`src/rtl/axi_burst_resp.sv`:
```
// AXI read-burst responder: queues {addr, len} commands and returns len+1 beats
// per command whose payload is {beat index, beat address}.
module axi_burst_resp #(
  parameter int AXI_ADDR_WIDTH  = 32,
  parameter int AXI_LEN_WIDTH   = 8,
  parameter int AXI_DATA_WIDTH  = 64,
  parameter int CMD_DEPTH_WIDTH = 2
) (
  input  logic                      clk,
  input  logic                      rst,
  input  logic [AXI_ADDR_WIDTH-1:0] axi_aaddr,
  input  logic [AXI_LEN_WIDTH-1:0]  axi_alen,
  input  logic                      axi_avalid,
  output logic                      axi_aready,
  output logic [AXI_DATA_WIDTH-1:0] axi_rdata,
  output logic                      axi_rlast,
  output logic                      axi_rvalid,
  input  logic                      axi_rready,
  output logic                      busy
);

  localparam int DEPTH = 1 << CMD_DEPTH_WIDTH;
  localparam int CMD_W = AXI_ADDR_WIDTH + AXI_LEN_WIDTH;
  localparam logic [AXI_ADDR_WIDTH-1:0] BEAT_BYTES = AXI_ADDR_WIDTH'(AXI_DATA_WIDTH / 8);
  localparam logic [CMD_DEPTH_WIDTH:0]  FULL_CNT   = (CMD_DEPTH_WIDTH+1)'(DEPTH);

  typedef enum logic {IDLE, BURST} state_t;

  state_t                     state;
  logic [CMD_W-1:0]           cmd_mem [DEPTH];
  logic [CMD_DEPTH_WIDTH-1:0] wr_ptr;
  logic [CMD_DEPTH_WIDTH-1:0] rd_ptr;
  logic [CMD_DEPTH_WIDTH:0]   count;
  logic                       empty;
  logic                       full;
  logic                       push;
  logic                       pop;
  logic                       beat_done;
  logic [AXI_ADDR_WIDTH-1:0]  head_addr;
  logic [AXI_LEN_WIDTH-1:0]   head_len;
  logic [AXI_ADDR_WIDTH-1:0]  addr;
  logic [AXI_LEN_WIDTH-1:0]   len;
  logic [AXI_LEN_WIDTH-1:0]   beat;

  assign empty      = (count == '0);
  assign full       = (count == FULL_CNT);
  assign axi_aready = !full && !rst;
  assign push       = axi_avalid && axi_aready;
  assign head_addr  = cmd_mem[rd_ptr][AXI_ADDR_WIDTH-1:0];
  assign head_len   = cmd_mem[rd_ptr][CMD_W-1:AXI_ADDR_WIDTH];

  // The last beat of a burst hands straight over to a queued command, so no bubble.
  assign beat_done  = (state == BURST) && axi_rready && (beat == len);
  assign pop        = !empty && ((state == IDLE) || beat_done);

  always_ff @(posedge clk) begin
    if (push) cmd_mem[wr_ptr] <= {axi_alen, axi_aaddr};
  end

  always_ff @(posedge clk) begin
    if (rst) begin
      wr_ptr <= '0;
      rd_ptr <= '0;
      count  <= '0;
    end else begin
      if (push) wr_ptr <= wr_ptr + 1'b1;
      if (pop)  rd_ptr <= rd_ptr + 1'b1;
      case ({push, pop})
        2'b10:   count <= count + 1'b1;
        2'b01:   count <= count - 1'b1;
        default: count <= count;
      endcase
    end
  end

  // Beat address advances incrementally and wraps modulo 2^AXI_ADDR_WIDTH.
  always_ff @(posedge clk) begin
    if (rst) begin
      state <= IDLE;
      beat  <= '0;
    end else begin
      case (state)
        IDLE: begin
          if (pop) begin
            addr  <= head_addr;
            len   <= head_len;
            beat  <= '0;
            state <= BURST;
          end
        end
        BURST: begin
          if (axi_rready) begin
            if (beat == len) begin
              if (pop) begin
                addr <= head_addr;
                len  <= head_len;
                beat <= '0;
              end else begin
                state <= IDLE;
              end
            end else begin
              beat <= beat + 1'b1;
              addr <= addr + BEAT_BYTES;
            end
          end
        end
        default: state <= IDLE;
      endcase
    end
  end

  assign axi_rvalid = (state == BURST);
  assign axi_rlast  = axi_rvalid && (beat == len);
  assign busy       = !empty || (state == BURST);

  always_comb begin
    axi_rdata = '0;
    if (axi_rvalid) begin
      axi_rdata[AXI_ADDR_WIDTH-1:0]              = addr;
      axi_rdata[AXI_ADDR_WIDTH +: AXI_LEN_WIDTH] = beat;
    end
  end

endmodule
```
`config.mk`:
```
export PLATFORM = sky130hd
export DESIGN_NAME = axi_burst_resp
export DESIGN_NICKNAME = d
export VERILOG_FILES = /design/src/rtl/axi_burst_resp.sv
export SDC_FILE = /design/constraint.sdc
export NUM_CORES = 1
export LEC_CHECK = 0
export ABC_AREA = 1
export CAP_MARGIN = 10
export CORE_ASPECT_RATIO = 0.7
export CORE_MARGIN = 4
export CORE_UTILIZATION = 35
export CTS_BUF_LIST = sky130_fd_sc_hd__clkbuf_2 sky130_fd_sc_hd__clkbuf_4 sky130_fd_sc_hd__clkbuf_8
export CTS_CLUSTER_DIAMETER = 60
export DETAILED_ROUTE_END_ITERATION = 6
export PLACE_DENSITY = 0.58
export SLEW_MARGIN = 20
export SYNTH_ARGS = -nofsm -noshare
export SYNTH_HDL_FRONTEND = slang
export SYNTH_SLANG_ARGS = --single-unit
```
`constraint.sdc`:
```
create_clock -name clk -period 3.45 [get_ports clk]
set_clock_uncertainty 0.1 [all_clocks]
set_input_delay 0.345 -clock clk [delete_from_list [all_inputs] [get_ports clk]]
set_output_delay 0.345 -clock clk [all_outputs]
set_load 0.005 [all_outputs]
```
; ---- Yosys cells after proc, flatten, opt, wreduce, memory -nomap -nowiden
; Memory sizes are Yosys's and may differ from the RTL's. A register that Yosys moved wholly into a read port is not among the register bits.
; Cells that the tools add are included.
[classes]
muxes = 22
n_bitwise = 2
n_reduce_logical = 15
n_eq_ne = 6
addsub = 6
[op_table]
columns = cell, n
row1 = $mux W32, 3
row2 = $pmux W32 S2, 1
row3 = $mux W8, 6
row4 = $mux W40, 1
row5 = $add A32 B4 Y32 const B, 1
row6 = $pmux W8 S2, 2
row7 = $add A8 B1 Y8 const B, 1
row8 = $eq A8 B8 Y1, 1
row9 = $logic_and A1 B1 Y1, 6
row10 = $pmux W3 S2, 1
row11 = $mux W1, 5
row12 = $add A2 B1 Y2 const B, 2
row13 = $mux W2, 2
row14 = $add A3 B1 Y3 const B, 1
row15 = $eq A3 B3 Y1 const B, 1
row16 = $logic_not A1 Y1, 3
row17 = $logic_not A3 Y1, 1
row18 = $reduce_and A3 Y1, 1
row19 = $sub A3 B1 Y3 const B, 1
row20 = $eq A2 B1 Y1 const B, 1
row21 = $eq A2 B2 Y1 const B, 1
row22 = $logic_or A1 B1 Y1, 2
row23 = $ne A2 B1 Y1 const B, 1
row24 = $ne A2 B2 Y1 const B, 1
row25 = 4 further kinds, 5
[totals]
output_inout_bits = 68
input_bits = 44
memories = 1
mem_bits_rw = 160
reg_bits = 56
word_cells = 59
[mem_list]
columns = memory, words, width, read_ports, rd_ports_with_merged_regs, wr, line_no
row1 = cmd_mem, 4, 40, 1, 1, 1, 30  ; logic [CMD_W-1:0] cmd_mem [DEPTH];

; ---- Longest topological paths before layout
[logic_depth]
depth_word = 8
depth_mapped = 17
mapped_depth_nobuf = 16

; ---- Worst setup path after synthesis
; No wires, ideal clock.
[synth_path]
path_kind = reg2reg
from = register count[0]
to = memory cmd_mem[0][0] in the netlist's numbering (enable)
setup_slack_ps = 306
arrival_time_ps = 2606
t_required_ps = 2912
stages_incl_launch_ff = 5
path_buffers = 0
setup_ps = 438
period_less_slack_ps = 3144
path_cell_list = dfxtp_1 inv_1 a31oi_1 nand2_1 nor2_1
[synth_via]
elab_chain_len = 6
[synth_rtl]
columns = element, line_no
row1 = "start, declared", 33  ; logic [CMD_DEPTH_WIDTH:0] count;
row2 = "start signal, assigned", 69  ; 2'b10: count <= count + 1'b1;
row3 = "start signal, assigned", 70  ; 2'b01: count <= count - 1'b1;
row4 = "start signal, assigned", 71  ; default: count <= count;
row5 = $eq A3 B3 Y1, 46  ; assign full = (count == FULL_CNT);
row6 = $logic_not A1 Y1, 47  ; assign axi_aready = !full && !rst;
row7 = $logic_and A1 B1 Y1, 47
row8 = net axi_aready, 14  ; output logic axi_aready,
row9 = $logic_and A1 B1 Y1, 48  ; assign push = axi_avalid && axi_aready;
row10 = $mux W1, 57  ; if (push) cmd_mem[wr_ptr] <= {axi_alen, axi_aaddr};
row11 = $mux W1 (implied by the code), 57
row12 = "end, declared", 30
; The timed path passes the listed nets, and every way through them passes these cells.

; ---- Worst setup path after layout
[layout_path]
from = register beat[2]
to = output axi_rlast
[layout_via]
elab_chain_len = 2
[layout_rtl]
columns = element, line_no
row1 = "start, declared", 43  ; logic [AXI_LEN_WIDTH-1:0] beat;
row2 = "start signal, assigned", 102  ; beat <= beat + 1'b1;
row3 = $eq A8 B8 Y1, 113  ; assign axi_rlast = axi_rvalid && (beat == len);
row4 = $logic_and A1 B1 Y1, 113
row5 = "end, declared", 16  ; output logic axi_rlast,
; No other way between the ends.

==> results.sh <==
export IMPL_status="complete, no violations"
export IMPL_drv_slew=0
export IMPL_fin_area_sq_um=12100
export IMPL_yosys_area_top_type="edfxtp_1"
export IMPL_final_nets=1160
export IMPL_leakagePower_uw=0.00464
export IMPL_cts_tree="built"
export IMPL_yosysUniqueCellTypes=36
export IMPL_synth_area_sq_um=10200
export IMPL_drive_gt1_frac=0.0883
export IMPL_tns_ps=0
export IMPL_htree_levels=2
export IMPL_setup_violations=0
export IMPL_overflow=0
export IMPL_r2r_end="count[2]"
export IMPL_die_width_um=212
export IMPL_rsz0062_at_grt="no"
export IMPL_relSlewSlack=0.474
export IMPL_hold_viol=0
export IMPL_async_reset_ff_frac=0
export IMPL_dpl_instance_area_sq_um=11400
export IMPL_endpoint_kind="primary output"
export IMPL_fmax_mhz=384
export IMPL_synth_ff_type="edfxtp_1"
export IMPL_die_y_um=151
export IMPL_cts_hold_buf=0
export IMPL_path_cells="xnor2_1 > nand2_1 > nor2_2 > nand2_4 > nor2_1 > clkdlybuf4s50_1"
export IMPL_clk_path_buf_depth=3
export IMPL_min_period_ps=2600
export IMPL_tightest_slew_ps=789
export IMPL_num_rows=52
export IMPL_drv_cap=0
export IMPL_wirelength_mm=26.1
export IMPL_yosysTopAreaCellShare=0.587
export IMPL_synth_seq_area_share=0.623
export IMPL_crit_fanout=9
export IMPL_hpwl_mm=17.1
export IMPL_die_area_sq_um=32100
export IMPL_gp_congestion=0.895
export IMPL_yosys_warnings=0
export IMPL_hp_class="in -> reg"
export IMPL_final_cell_mix="edfxtp_1, nand2_1, nor2_1"
export IMPL_period_share=0.754
export IMPL_ant_nets=0
export IMPL_grt_total_usage=0.161
export IMPL_avgSynthCellArea_sq_um=10.1
export IMPL_post_cts_resized=0
export IMPL_hp_start="axi_aaddr[28]"
export IMPL_synthToLayoutAreaGrowth_pct=18.6
export IMPL_r2r_slack_ps=900
export IMPL_dr_pass1_iters=4
export IMPL_vias_per_cell=4.84
export IMPL_antenna_found_initial=1
export IMPL_start_util=0.355
export IMPL_path_class="reg -> out"
export IMPL_core_area_sq_um=28800
export IMPL_utilization=0.421
export IMPL_postCtsSetupRepairBufs=0
export IMPL_holdPathEnd="cmd_mem[2][28]"
export IMPL_r2r_start="beat[2]"
export IMPL_wl_per_cell_um=17.3
export IMPL_synthCells=1015
export IMPL_holdPathStages=1
export IMPL_clock_sinks=218
export IMPL_clkTransAtPathRegs_ps=60
export IMPL_diodes=0
export IMPL_reg2reg_depth=14
export IMPL_crit_arrival_ps=2160
export IMPL_io_pins=112
export IMPL_final_common_cell="edfxtp_1"
export IMPL_synth_area_top_cells="edfxtp_1, nand2_1, nor2_1, o21ai_0, dfxtp_1"
export IMPL_io_buffers=87
export IMPL_root_buffer="clkbuf_8"
export IMPL_insertion_delay_ps=530
export IMPL_cts_buffers=35
export IMPL_grt_max_degree=81
export IMPL_vias=7309
export IMPL_ir_drop_uv=391
export IMPL_drc_errors=0
export IMPL_p_per_area_nw_per_um2=800
export IMPL_yosys_register_bits=218
export IMPL_grt_pass1_wl_mm=40.0
export IMPL_critPathRequiredTime_ps=3000
export IMPL_synth_edf_count=200
export IMPL_crit_path_start_kind="flop"
export IMPL_cp_slowest_stage_delay_ps=530
export IMPL_drtIter0Drc=619
export IMPL_grt_pass1_vias=6854
export IMPL_critPathSlowestCell="clkdlybuf4s50_1"
power by group:
group | internal (uW) | switching [uW]
combinational | 1300 | 2370
clock | 1160 | 1000
sequential | 3430 | 428
total | 5900 | 3800
cell families (layout without fill, tap and decap cells):
| family | after synthesis | after routing | synth area share |
|---|---|---|---|
| and+or+nand+nor | 399 | 399 | 0.163 |
| other | 1 | 24 | 0.000367 |
| DFF | 218 | 218 | 0.623 |
| xor gates and xnor gates | 27 | 27 | 0.0231 |
| adders and majority gates | 8 | 8 | 0.0105 |
| AOI/OAI and AO/OA | 189 | 189 | 0.102 |
| buffers and inverters | 173 | 268 | 0.0779 |
critical path, delay by kind of cell, from the launching register on:
family	cells	cell delay, ps
xor+xnor	1	160
buf+inv	1	530
flops	1	490
simple gates	4	450
registers in the layout, indices dropped and copies added, names as in the netlist, named ones only:
signal,cells
cmd_mem,160
addr,32
beat,8
len,8
count,3
rd_ptr,2
wr_ptr,2
axi_rvalid,1
metal layers:
metal	global-route usage	routed length, um	up-vias
met3	0.0371	1930	28
met4	0.0328	269	0
met5	0	0	-
met1	0.259	13400	3458
met2	0.220	10500	217
li1	-	-	3606
how the worst max path moves through the flow:
stage / to / slack [ps] / start
floorplan: cmd_mem[0][0] / 310 / count[0]
finish: axi_rlast / 850 / beat[2]
CTS: axi_rlast / 830 / beat[2]
detailed placement: count[2] / 740 / rst
global route: count[2] / 510 / beat[2]
global placement: count[2] / 740 / rst
through the flow:
stage	setup slack (ps)	power (uW)	hold WS [ps]	cells
2_1_floorplan	306	6180	344	1038
3_3_place_gp	735	7510	389	1449
3_5_place_dp	737	7570	391	1449
4_1_cts	827	9750	313	1511
5_1_grt	508	10400	346	1511
6_report	848	9690	347	1511
synthesized netlist by cell type (9+ instances only):
cell	n
dfxtp_1	18
inv_1	93
buf_2	9
o22ai_1	40
xnor2_1	11
nand4_1	17
o21ai_0	92
nand3_1	21
a21oi_1	16
o31ai_1	15
edfxtp_1	200
nor3_1	12
o21ai_1	20
xor2_1	16
buf_4	28
nor2_1	139
nand2_1	190
clkbuf_1	33
area by class of cell:
class | instances | area [sq um]
sequential | 218 | 6370
inverter | 98 | 369
fill | 2813 | 16700
tap | 378 | 473
timing repair buffer | 108 | 1050
clock inverter | 12 | 57.6
multi-input combinational | 647 | 3180
clock buffer | 50 | 619
Power figures use the tool's default switching activity.
